[config.mk]
export PLATFORM = sky130hd
export DESIGN_NAME = non_res_div_param_flat
export DESIGN_NICKNAME = d
export VERILOG_FILES = /design/src/rtl/non_res_div_param_if.sv /design/src/rtl/non_res_div_param.sv /design/src/flat_wrapper.sv
export SDC_FILE = /design/constraint.sdc
export NUM_CORES = 1
export LEC_CHECK = 0
export BUFFER_PORTS_ARGS = -buffer_cell sky130_fd_sc_hd__buf_2
export CORE_AREA = 2 2 146 77
export DETAILED_ROUTE_END_ITERATION = 12
export DIE_AREA = 0 0 148 79
export GPL_ROUTABILITY_DRIVEN = 0
export PLACE_DENSITY_LB_ADDON = 0.08
export SETUP_SLACK_MARGIN = 0.3
export SYNTH_ARGS = -nofsm -noshare
export SYNTH_HDL_FRONTEND = slang
export SYNTH_SLANG_ARGS = --single-unit
[constraint.sdc]
create_clock -name clk -period 3.6 [get_ports clk]
set_clock_uncertainty 0.15 [all_clocks]
set_input_delay 0.18 -clock clk [delete_from_list [all_inputs] [get_ports clk]]
set_output_delay 0.18 -clock clk [all_outputs]
set_load 0.005 [all_outputs]
[src/rtl/non_res_div_param_if.sv]
// Serial operand/result bus for the parametrised non-restoring divider.
// Clock and reset stay outside the interface as plain module ports.
interface non_res_div_param_if #(
   parameter int W = 8
);
   logic         begin_div;
   logic [W-1:0] in_bus;
   logic         busy;
   logic         fin;
   logic [W-1:0] out_bus;
   logic         dz;
   logic         ovf;

   modport master (
      output begin_div, in_bus,
      input  busy, fin, out_bus, dz, ovf
   );

   modport slave (
      input  begin_div, in_bus,
      output busy, fin, out_bus, dz, ovf
   );
endinterface

[src/rtl/non_res_div_param.sv]
// Non-restoring divider: 2W-bit dividend / W-bit divisor, operands loaded serially,
// remainder then quotient returned serially, with divide-by-zero and overflow flags.
module non_res_div_param #(
   parameter int W = 8
) (
   input logic               clk,
   input logic               rst,
   non_res_div_param_if.slave bus
);
   localparam int CW = $clog2(W) + 1;

   typedef enum logic [2:0] {
      IDLE, LD_Q, LD_M, CHECK, ITER, CORR, OUT_R, OUT_Q
   } state_t;

   state_t        state, state_n;
   logic [W:0]    a, a_n;
   logic [W-1:0]  q, q_n, m, m_n;
   logic [CW-1:0] cnt, cnt_n;
   logic [W-1:0]  ob, ob_n;
   logic          fin_r, fin_n, dz_r, dz_n, ovf_r, ovf_n;

   logic [W:0]    m_ext, a_sh, a_step, a_corr;

   // A is signed W+1 bits; the shifted value may wrap, but add/sub of M brings it back in range
   always_comb begin
      m_ext  = {1'b0, m};
      a_sh   = {a[W-1:0], q[W-1]};
      a_step = a[W] ? (a_sh + m_ext) : (a_sh - m_ext);
      a_corr = a[W] ? (a + m_ext) : a;
   end

   always_ff @(posedge clk or posedge rst) begin
      if (rst) begin
         state <= IDLE;
         a     <= '0;
         q     <= '0;
         m     <= '0;
         cnt   <= '0;
         ob    <= '0;
         fin_r <= 1'b0;
         dz_r  <= 1'b0;
         ovf_r <= 1'b0;
      end else begin
         state <= state_n;
         a     <= a_n;
         q     <= q_n;
         m     <= m_n;
         cnt   <= cnt_n;
         ob    <= ob_n;
         fin_r <= fin_n;
         dz_r  <= dz_n;
         ovf_r <= ovf_n;
      end
   end

   always_comb begin
      state_n = state;
      a_n     = a;
      q_n     = q;
      m_n     = m;
      cnt_n   = cnt;
      ob_n    = '0;
      fin_n   = 1'b0;
      dz_n    = dz_r;
      ovf_n   = ovf_r;
      unique case (state)
         IDLE: begin
            if (bus.begin_div) begin
               a_n     = {1'b0, bus.in_bus};
               state_n = LD_Q;
            end
         end
         LD_Q: begin
            q_n     = bus.in_bus;
            state_n = LD_M;
         end
         LD_M: begin
            m_n     = bus.in_bus;
            state_n = CHECK;
         end
         CHECK: begin
            // high word >= M means the quotient cannot fit in W bits
            if (m == '0) begin
               dz_n    = 1'b1;
               fin_n   = 1'b1;
               ob_n    = '1;
               state_n = OUT_R;
            end else if (a[W-1:0] >= m) begin
               ovf_n   = 1'b1;
               fin_n   = 1'b1;
               ob_n    = '1;
               state_n = OUT_R;
            end else begin
               cnt_n   = '0;
               state_n = ITER;
            end
         end
         ITER: begin
            a_n   = a_step;
            q_n   = {q[W-2:0], ~a_step[W]};
            cnt_n = cnt + 1'b1;
            if (cnt == CW'(W - 1)) state_n = CORR;
         end
         CORR: begin
            a_n     = a_corr;
            fin_n   = 1'b1;
            ob_n    = a_corr[W-1:0];
            state_n = OUT_R;
         end
         OUT_R: begin
            fin_n   = 1'b1;
            ob_n    = (dz_r | ovf_r) ? '1 : q;
            state_n = OUT_Q;
         end
         OUT_Q: begin
            dz_n    = 1'b0;
            ovf_n   = 1'b0;
            state_n = IDLE;
         end
         default: state_n = IDLE;
      endcase
   end

   assign bus.busy    = (state != IDLE);
   assign bus.fin     = fin_r;
   assign bus.out_bus = ob;
   assign bus.dz      = dz_r;
   assign bus.ovf     = ovf_r;
endmodule

[src/flat_wrapper.sv]
// flat-port wrapper written by rule: the top's interface ports become plain ports
module non_res_div_param_flat 
#(
   parameter int W = 8
)
  (clk, rst, bus_begin_div, bus_in_bus, bus_busy, bus_fin, bus_out_bus, bus_dz, bus_ovf);
  non_res_div_param_if #(.W(W)) bus_i ();
  input logic clk;
  input logic rst;
  input wire logic [$bits(bus_i.begin_div)-1:0] bus_begin_div;
  input wire logic [$bits(bus_i.in_bus)-1:0] bus_in_bus;
  output wire logic [$bits(bus_i.busy)-1:0] bus_busy;
  output wire logic [$bits(bus_i.fin)-1:0] bus_fin;
  output wire logic [$bits(bus_i.out_bus)-1:0] bus_out_bus;
  output wire logic [$bits(bus_i.dz)-1:0] bus_dz;
  output wire logic [$bits(bus_i.ovf)-1:0] bus_ovf;
  assign bus_i.begin_div = bus_begin_div;
  assign bus_i.in_bus = bus_in_bus;
  assign bus_busy = bus_i.busy;
  assign bus_fin = bus_i.fin;
  assign bus_out_bus = bus_i.out_bus;
  assign bus_dz = bus_i.dz;
  assign bus_ovf = bus_i.ovf;
  non_res_div_param #(.W(W)) u_core (.clk(clk), .rst(rst), .bus(bus_i));
endmodule
==> flow_summary.toml <==
[layout]
syn_to_final_growth_pct = 14.99
multi_input_area_um2 = 1809
fillers = 1117
utilization = 0.3342
layout-drive-gt1-share = 0.1530
num_antenna_cells = 0
layout.nets = 404
final_area_um2 = 3522
regArea_um2 = 1077

[setup_path]
slowest_stage = "fa_1"
cp_max_fo = 5
endpoint_kind = "register"
critPathMaxStageDelay_ns = 0.48
critical_path_class = "register to register"
path_cells = "inv_1 -> ha_1 -> mux2_2 -> fa_1 -> a211oi_2 -> nor2_1 -> or4_1 -> a31oi_1 -> xnor2_1 -> a32o_1"
cp.arrival_ns = 3.16
startpoint_type = "register"
worst_r2r_startpoint = "u_core.m[0]"
setup.worst_path.start = "u_core.m[0]"
critPathRequiredTime_ns = 3.63

[min_path]
hp-start = "bus_in_bus[4]"
hold_class = "input port to register"

[floorplan]
start_util = 0.2906
core_um2 = 10540
die_x_um = 148
die_h_um = 79
io_pins = 23
dieArea_um2 = 11690
row_count = 27

[synthesis]
yosysMostFrequentCell = "dfrtp_1"
async_reset_ff_frac = 1.000
syn_area_um2 = 3063
synth_top_area_frac = 0.3513
syn_area_per_cell_um2 = 8.982
synth_top_area_cell = "dfrtp_1"
synthDistinctLibCells = 56
synth_edf_count = 0
netlist_instances = 341
ys_ff_latch = 43
ys_warn_count = 0
yosys-top-cells-area = "dfrtp_1 35%, ha_1 11%, xnor2_1 4.9%"
synth_nets = 380
synthTopCellsByCount = "43 x dfrtp_1, 30 x nor2_1, 26 x ha_1, 24 x a21oi_1, 23 x o21ai_0"
synth_flop_cell = "dfrtp_1"
synth.yosys.seq_area_share = 0.3513

[global_routing]
grt_max_degree = 44
grt_pass1_vias = 2513
grt_usage = 0.1783
antenna_found_initial = 0
overflow = 0
grt_pass1_wl_mm = 15.48

[sta]
hold_viol_final = 0
fin_crit_sh = 0.8696
tightest_slew_ns = 0.9350
max_freq_mhz = 319.4
drv_slew = 0
relSlewSlack = 0.3757
fin_setup_tns_ns = 0
rsz0062_at_grt = "false"
setup_viol = 0
fin_crit_ns = 3.130

[clock_network]
cts_setup_buffers = 0
cts.sinks = 43
clock_path_buffers = 2
cts-root-buf = "clkbuf_16"
cts_buffers = 5
cts_max_level = 2
clkLatencyLatePin_ns = 0.30
tritoncts = "done"
clk_pin_slew_ns = 0.07

[run_status]
status = "complete, no violations"

[routing]
viasPerCell = 5.434
wl_met2_mm = 3.487
top_layer = "met4"
first_pass_iters = 5
wl_met1_mm = 5.721
drtIter0Drc = 220
post-route-drc-count = 0
met3_length_um = 652
detail-route-antenna-nets = 0
drt_wl_total_mm = 9.947
dr_total_vias = 2777
wire_per_inst_um = 19.47

[placed_design]
place_area_um2 = 3342
place.detailed.hpwl_mm = 7.566
io_buffers = 22

[flow_run]
max_cap_violations = 0
-- routing by layer --
layer | GRT usage | vias up
met1 | 0.3042 | 1351
met2 | 0.2139 | 111
met3 | 0.04080 | 8
met4 | 0.03238 | 0
li1 | - | 1307
met5 | 0 | -
-- layout make-up --
cell class | count | share of cell area
sequential | 43 | 0.3059
timing repair buffer | 36 | 0.06181
inverter | 18 | 0.01918
clock inverter | 3 | 0.01243
tap | 145 | 0.05151
clock buffer | 5 | 0.03552
multi-input combinational | 261 | 0.5137
-- registers in the layout, summed over array words and instances (netlist names) --
name	count
u_core.a	9
u_core.bus.dz	1
u_core.bus.fin	1
u_core.bus.out_bus	8
u_core.bus.ovf	1
u_core.cnt	4
u_core.m	8
u_core.q	8
u_core.state	3
-- path summary, 6_finish.rpt --
path                                         end  slack [ns]  depth (start not counted)
setup / recovery                     u_core.a[8]        0.47                         10
hold / removal                       u_core.m[4]       0.005                          3
setup reg to reg                     u_core.a[8]        0.47                         10
hold reg to reg                    u_core.cnt[0]        0.39                          1
max in group asynchronous            u_core.m[0]        2.16                          3
min in group asynchronous  u_core.bus.out_bus[7]        0.49                          3
-- logic make-up (layout without fill, tap and decap cells) --
| group | Yosys count | count (layout) | share of synthesized area |
|---|---|---|---|
| and+or+nand+nor | 88 | 88 | 0.1373 |
| xor gates and xnor gates | 21 | 21 | 0.06005 |
| adders and majority gates | 28 | 28 | 0.1193 |
| DFF | 43 | 43 | 0.3513 |
| muxes | 2 | 2 | 0.006944 |
| buffers and inverters | 37 | 62 | 0.05800 |
| AOI/OAI and AO/OA | 122 | 122 | 0.2672 |
-- repair_timing --
item	in CTS	in global routing
hold buffers	1	0
endpoints found under the hold margin	4	0
gates resized for setup	0	2
endpoints found under the setup margin	0	1
-- stage by stage --
step                      instances  worst slack [ns]  hold slack (ns)
after global routing            511            0.3261          0.01215
after floorplan                 341            0.3905           0.1468
after CTS                       511            0.4245         0.002796
after detailed placement        502            0.4604           0.3070
final                           511            0.4695         0.004584
after global placement          502            0.5575           0.3081
-- cells in the final DEF, fill, tap and decap left out, drive strengths merged, types with 2 or more instances in the layout --
cell type,n
dfrtp,43
buf,35
nor2,31
ha,26
a21oi,24
o21ai,24
nand2,21
inv,18
xnor2,17
o22ai,14
a31oi,10
nand3,8
nor3,7
o22a,7
a22oi,5
a211o,5
clkbuf,5
a211oi,5
and3,4
xor2,4
nand2b,3
a221oi,3
a22o,3
o21bai,3
a41oi,3
o311ai,3
a21o,3
o31ai,3
nand4b,2
and2,2
or2,2
o211ai,2
or4,2
fa,2
clkinv,2
-- critical path: cells and delay by family (launching register included) --
| family | cells | cell delay (ns) |
|---|---|---|
| buffers and inverters | 1 | 0.07 |
| AOI/OAI and AO/OA | 3 | 0.67 |
| xor gates and xnor gates | 1 | 0.14 |
| adders and majority gates | 2 | 0.76 |
| DFF | 1 | 0.41 |
| and+or+nand+nor | 2 | 0.51 |
| muxes | 1 | 0.29 |
Power is not shown: default switching activity piles up to over one toggle a cycle in this logic, so the estimate is an artifact.
